File: config.mk
export PLATFORM = sky130hd
export DESIGN_NAME = ooo_fetch_decode_queue
export DESIGN_NICKNAME = d
export VERILOG_FILES = /design/src/rtl/ooo_fetch_decode_queue.sv
export SDC_FILE = /design/constraint.sdc
export NUM_CORES = 1
export LEC_CHECK = 0
export ABC_CLOCK_PERIOD_IN_PS = 4030
export CORE_UTILIZATION = 53
export DETAILED_ROUTE_END_ITERATION = 8
export PLACE_DENSITY = 0.89
export SYNTH_ARGS = -nofsm -noshare
export SYNTH_HDL_FRONTEND = slang
export SYNTH_SLANG_ARGS = --single-unit
File: constraint.sdc
create_clock -name CLK -period 4.03 [get_ports CLK]
set_clock_uncertainty 0.2 [all_clocks]
set_input_delay 0.806 -clock CLK [delete_from_list [all_inputs] [get_ports CLK]]
set_output_delay 0.806 -clock CLK [all_outputs]
set_load 0.005 [all_outputs]
File: src/rtl/ooo_fetch_decode_queue.sv
// Fetch-to-decode instruction buffer: circular FIFO with first-word fall-through head,
// valid/ready handshakes on both sides and a single-cycle flush for mispredicts/ifence.
module ooo_fetch_decode_queue #(
    parameter int DEPTH = 4,
    localparam int PTR_W = $clog2(DEPTH)
) (
    input  logic             CLK,
    input  logic             RST,
    input  logic             flush,
    input  logic             enq_valid,
    output logic             enq_ready,
    input  logic [31:0]      enq_instr,
    input  logic [31:0]      enq_pc,
    input  logic             enq_prediction,
    input  logic             enq_fault,
    output logic             deq_valid,
    input  logic             deq_ready,
    output logic [31:0]      deq_instr,
    output logic [31:0]      deq_pc,
    output logic [31:0]      deq_pc4,
    output logic             deq_prediction,
    output logic             deq_fault,
    output logic [PTR_W:0]   count
);

    localparam logic [PTR_W-1:0] PTR_ONE  = PTR_W'(1);
    localparam logic [PTR_W:0]   CNT_ONE  = (PTR_W + 1)'(1);
    localparam logic [PTR_W:0]   CNT_FULL = (PTR_W + 1)'(DEPTH);

    logic [31:0]      instr_mem_r [DEPTH];
    logic [31:0]      pc_mem_r    [DEPTH];
    logic             pred_mem_r  [DEPTH];
    logic             fault_mem_r [DEPTH];
    logic [PTR_W-1:0] wr_ptr_r;
    logic [PTR_W-1:0] rd_ptr_r;
    logic [PTR_W:0]   count_r;
    logic             full_s;
    logic             empty_s;
    logic             enq_fire_s;
    logic             deq_fire_s;

    // Status and handshake decode; full is judged on the registered count only, so a
    // same-cycle dequeue never opens a slot for the enqueue side.
    always_comb begin
        full_s     = (count_r == CNT_FULL);
        empty_s    = (count_r == '0);
        enq_fire_s = enq_valid && !full_s;
        deq_fire_s = deq_ready && !empty_s;
    end

    // Pointer and occupancy state; reset outranks flush, flush outranks both handshakes.
    always_ff @(posedge CLK) begin
        if (RST || flush) begin
            wr_ptr_r <= '0;
            rd_ptr_r <= '0;
            count_r  <= '0;
        end else begin
            if (enq_fire_s) begin
                wr_ptr_r <= wr_ptr_r + PTR_ONE;
            end
            if (deq_fire_s) begin
                rd_ptr_r <= rd_ptr_r + PTR_ONE;
            end
            case ({enq_fire_s, deq_fire_s})
                2'b10:   count_r <= count_r + CNT_ONE;
                2'b01:   count_r <= count_r - CNT_ONE;
                default: count_r <= count_r;
            endcase
        end
    end

    // Entry payload storage; deliberately not reset since pointers define validity.
    always_ff @(posedge CLK) begin
        if (enq_fire_s && !flush && !RST) begin
            instr_mem_r[wr_ptr_r] <= enq_instr;
            pc_mem_r[wr_ptr_r]    <= enq_pc;
            pred_mem_r[wr_ptr_r]  <= enq_prediction;
            fault_mem_r[wr_ptr_r] <= enq_fault;
        end
    end

    // Head entry falls through to the decode side.
    always_comb begin
        enq_ready      = !full_s;
        deq_valid      = !empty_s;
        deq_instr      = instr_mem_r[rd_ptr_r];
        deq_pc         = pc_mem_r[rd_ptr_r];
        deq_pc4        = pc_mem_r[rd_ptr_r] + 32'd4;
        deq_prediction = pred_mem_r[rd_ptr_r];
        deq_fault      = fault_mem_r[rd_ptr_r];
        count          = count_r;
    end

    ooo_fetch_decode_queue_chk #(
        .DEPTH (DEPTH)
    ) u_chk (
        .clk      (CLK),
        .rst      (RST),
        .count    (count_r),
        .enq_fire (enq_fire_s),
        .deq_fire (deq_fire_s),
        .full     (full_s),
        .empty    (empty_s)
    );

endmodule

// Simulation-only occupancy and handshake invariants for the queue.
module ooo_fetch_decode_queue_chk #(
    parameter int DEPTH = 4,
    localparam int PTR_W = $clog2(DEPTH)
) (
    input logic           clk,
    input logic           rst,
    input logic [PTR_W:0] count,
    input logic           enq_fire,
    input logic           deq_fire,
    input logic           full,
    input logic           empty
);

    localparam logic [PTR_W:0] CNT_FULL = (PTR_W + 1)'(DEPTH);

    a_count_bound: assert property (@(posedge clk) disable iff (rst) count <= CNT_FULL);
    a_no_enq_full: assert property (@(posedge clk) disable iff (rst) !(enq_fire && full));
    a_no_deq_empty: assert property (@(posedge clk) disable iff (rst) !(deq_fire && empty));

endmodule

==> impl_metrics.env <==
export IMPL_status="completed"
export IMPL_yosys_area_share_simple=0.0440
export IMPL_synth_fa_ha_area_frac=0.00896
export IMPL_grt_pass1_vias=5793
export IMPL_fin_nets=795
export IMPL_fmax_ghz=0.252
export IMPL_detailed_place_hpwl_um=13300
export IMPL_synth_compound_area_frac=0.00189
export IMPL_vias=5488
export IMPL_synth_xor_area_frac=0.0272
export IMPL_synthTopCellsByArea="edfxtp_1, mux4_2, xnor2_1"
export IMPL_fin_setup_tns_ns=0
export IMPL_post_route_cells_drive_above_1_share=0.232
export IMPL_syn_num_nets=564
export IMPL_dieArea_mm2=0.0206
export IMPL_viasPerCell=5.50
export IMPL_antenna_found_initial=0
export IMPL_period_share=0.985
export IMPL_synth_distinct_cells=35
export IMPL_area_growth_pct=30.7
export IMPL_p_per_area_mw_per_mm2=423
export IMPL_cts_tree="built"
export IMPL_endpoint_kind="primary output"
export IMPL_p_total_mw=5.87
export IMPL_start_util=0.544
export IMPL_synth_top_family_by_area="multiplexers"
export IMPL_hold_ws_ns=0.300
export IMPL_drc=0
export IMPL_overflow=0
export IMPL_grt_max_degree=38
export IMPL_clk_latency_ns=0.51
export IMPL_drtIter0Drc=293
export IMPL_power_leakage_nw=4.44
export IMPL_portBuffers=173
export IMPL_cap_violations=0
export IMPL_slew_violations=0
export IMPL_first_pass_iters=5
export IMPL_yosysSeqAreaShare=0.764
export IMPL_mostFrequentLayoutCell="edfxtp_1"
export IMPL_cts_path_max_buffers=3
export IMPL_arrival_ns=2.96
export IMPL_gp_congestion=0.806
export IMPL_finalSetupViolations=0
export IMPL_numCtsBuffers=27
export IMPL_ios=174
export IMPL_syn_instance_count=486
export IMPL_netlist_area_leader_share=0.747
export IMPL_start_kind="flop"
export IMPL_grt_usage=0.203
export IMPL_relSlewSlack=0.600
export IMPL_grt_first_pass_wirelength_um=31200
export IMPL_synth_largest_area_cell="edfxtp_1"
export IMPL_diodes=0
export IMPL_yosysWarnings=0
export IMPL_fin_crit_ns=3.97
export IMPL_syn_area_mm2=0.0106
export IMPL_syn_mean_instance_area_um2=21.8
export IMPL_crit_chain="buf_4, mux4_2, buf_4, nand3_1, nor2_4, buf_12, nand3_1, xnor2_1, clkdlybuf4s50_1"
export IMPL_wl_per_cell_um=21.2
export IMPL_multi_input_area_mm2=0.00239
export IMPL_holdCritPathClass="flop to flop"
export IMPL_cts_sinks=273
export IMPL_ff_latch_area_mm2=0.00812
export IMPL_crit_type="flop to primary output"
export IMPL_synth_mux_area_frac=0.140
export IMPL_fp_row_count=51
export IMPL_ir_worst_vdd_uv=373
export IMPL_cts_hold_buf=0
export IMPL_die_w_um=144
export IMPL_drtAntennaViolNets=0
export IMPL_worst_slew_pin_slew_ns=0.600
export IMPL_nFillCells=1192
export IMPL_worstPathMaxFanout=10
export IMPL_die_h_um=144
export IMPL_clk_pin_slew_ns=0.06
export IMPL_synth_seq_cells=273
export IMPL_final_hold_viol_count=0
export IMPL_core_mm2=0.0195
export IMPL_htree_levels=1
export IMPL_cp_required_ns=3.02
export IMPL_drt_total_wl_um=21200
export IMPL_crit_slowest_cell="clkdlybuf4s50_1"
export IMPL_final_cell_mix="edfxtp_1, clkdlybuf4s50_1, mux4_2, buf_4, clkbuf_16"
export IMPL_root_buffer="clkbuf_16"
export IMPL_cp_slowest_stage_delay_ns=0.56
==> cell usage after synthesis <==
cell type and count:
edfxtp_1 264, mux4_2 65, xnor2_1 24, nand2_1 15
nand3_1 15, nor2_1 14, dfxtp_1 9, inv_1 9
xor2_1 9, buf_2 7, and2_1 6, ha_1 6
nand4_1 6, clkbuf_1 4, a21oi_1 3, nand4_4 3
nor4_1 3, buf_4 2, buf_6 2, nand3b_1 2
nor2_2 2, nor3_1 2, or3_1 2, buf_1 1
buf_12 1, fa_1 1, mux4_1 1, nand2_2 1
nand3_2 1, nand4b_1 1, nor3_2 1, nor4_2 1
nor4_4 1, o21ai_0 1, or2_2 1
==> per-stage QoR <==
step	std cells	setup WS [ns]	utilization	cell area, um^2
after floorplan	486	0.401	-	10600
after global placement	918	0.555	0.651	12700
after detailed placement	918	0.403	0.651	12700
after CTS	967	-0.00651	0.696	13600
after global routing	998	-0.0467	0.711	13900
final	998	0.0609	0.711	13900
==> registers in the layout, indices dropped and copies added (netlist names), named ones only <==
signal       flops
count            3
pc_mem_r       128
instr_mem_r    128
rd_ptr_r         2
wr_ptr_r         2
pred_mem_r       4
fault_mem_r      4
==> path summary, 6_finish.rpt <==
check             slack, ns                  endpoint  depth (start not counted)                startpoint
hold / removal         0.30  wr_ptr_r[1]$_SDFFE_PP0P_                          2  wr_ptr_r[1]$_SDFFE_PP0P_
setup reg to reg       1.59  pc_mem_r[1][6]$_DFFE_PP_                          6     count[1]$_SDFFE_PP0P_
hold reg to reg        0.30  wr_ptr_r[1]$_SDFFE_PP0P_                          2  wr_ptr_r[1]$_SDFFE_PP0P_
setup / recovery       0.06               deq_pc4[12]                          9                      flop
==> worst max-delay path: cells and delay by family, from the launching register on <==
family	cells	cell delay (ns)
xor+xnor	1	0.13
buf+inv	4	1.03
flops	1	0.44
mux	1	0.54
simple gates	3	0.31
==> timing repair <==
item                                    in CTS  in global routing
gates resized for setup                      3                  6
pin swaps                                    1                  5
endpoints found under the setup margin      15                 19
cloned                                       0                  1
setup buffers                                4                 30
==> where the power goes <==
group | internal (mW) | switching, mW | leakage, nW
sequential | 3.14 | 0.00996 | 2.46
clock | 1.41 | 0.964 | 0.404
combinational | 0.201 | 0.140 | 1.57
total | 4.75 | 1.11 | 4.44
==> cell families (layout without fill, tap and decap cells) <==
logic type / Yosys count / count (layout)
AND/OR/NAND/NOR: 77 / 77
multiplexers: 66 / 66
AO/OA/AOI/OAI: 4 / 4
XOR/XNOR: 33 / 33
flip-flops: 273 / 273
buffers and inverters: 26 / 273
adder cells (fa/ha/maj): 7 / 7
==> metal layers <==
layer  track usage  vias up  wire length [um]
li1              -     2447                 -
met1         0.249     2798              8020
met2         0.359      208             11200
met3        0.0467       35              1460
met4        0.0599        0               473
met5             0        -                 0
==> area by class of cell <==
type                       count  share of cell area
timing repair buffer         219               0.156
sequential                   273               0.585
clock inverter                13              0.0105
clock buffer                  32              0.0500
multi-input combinational    187               0.172
tap                          265              0.0239
inverter                       9             0.00243
(Power assumes the default switching activity.)
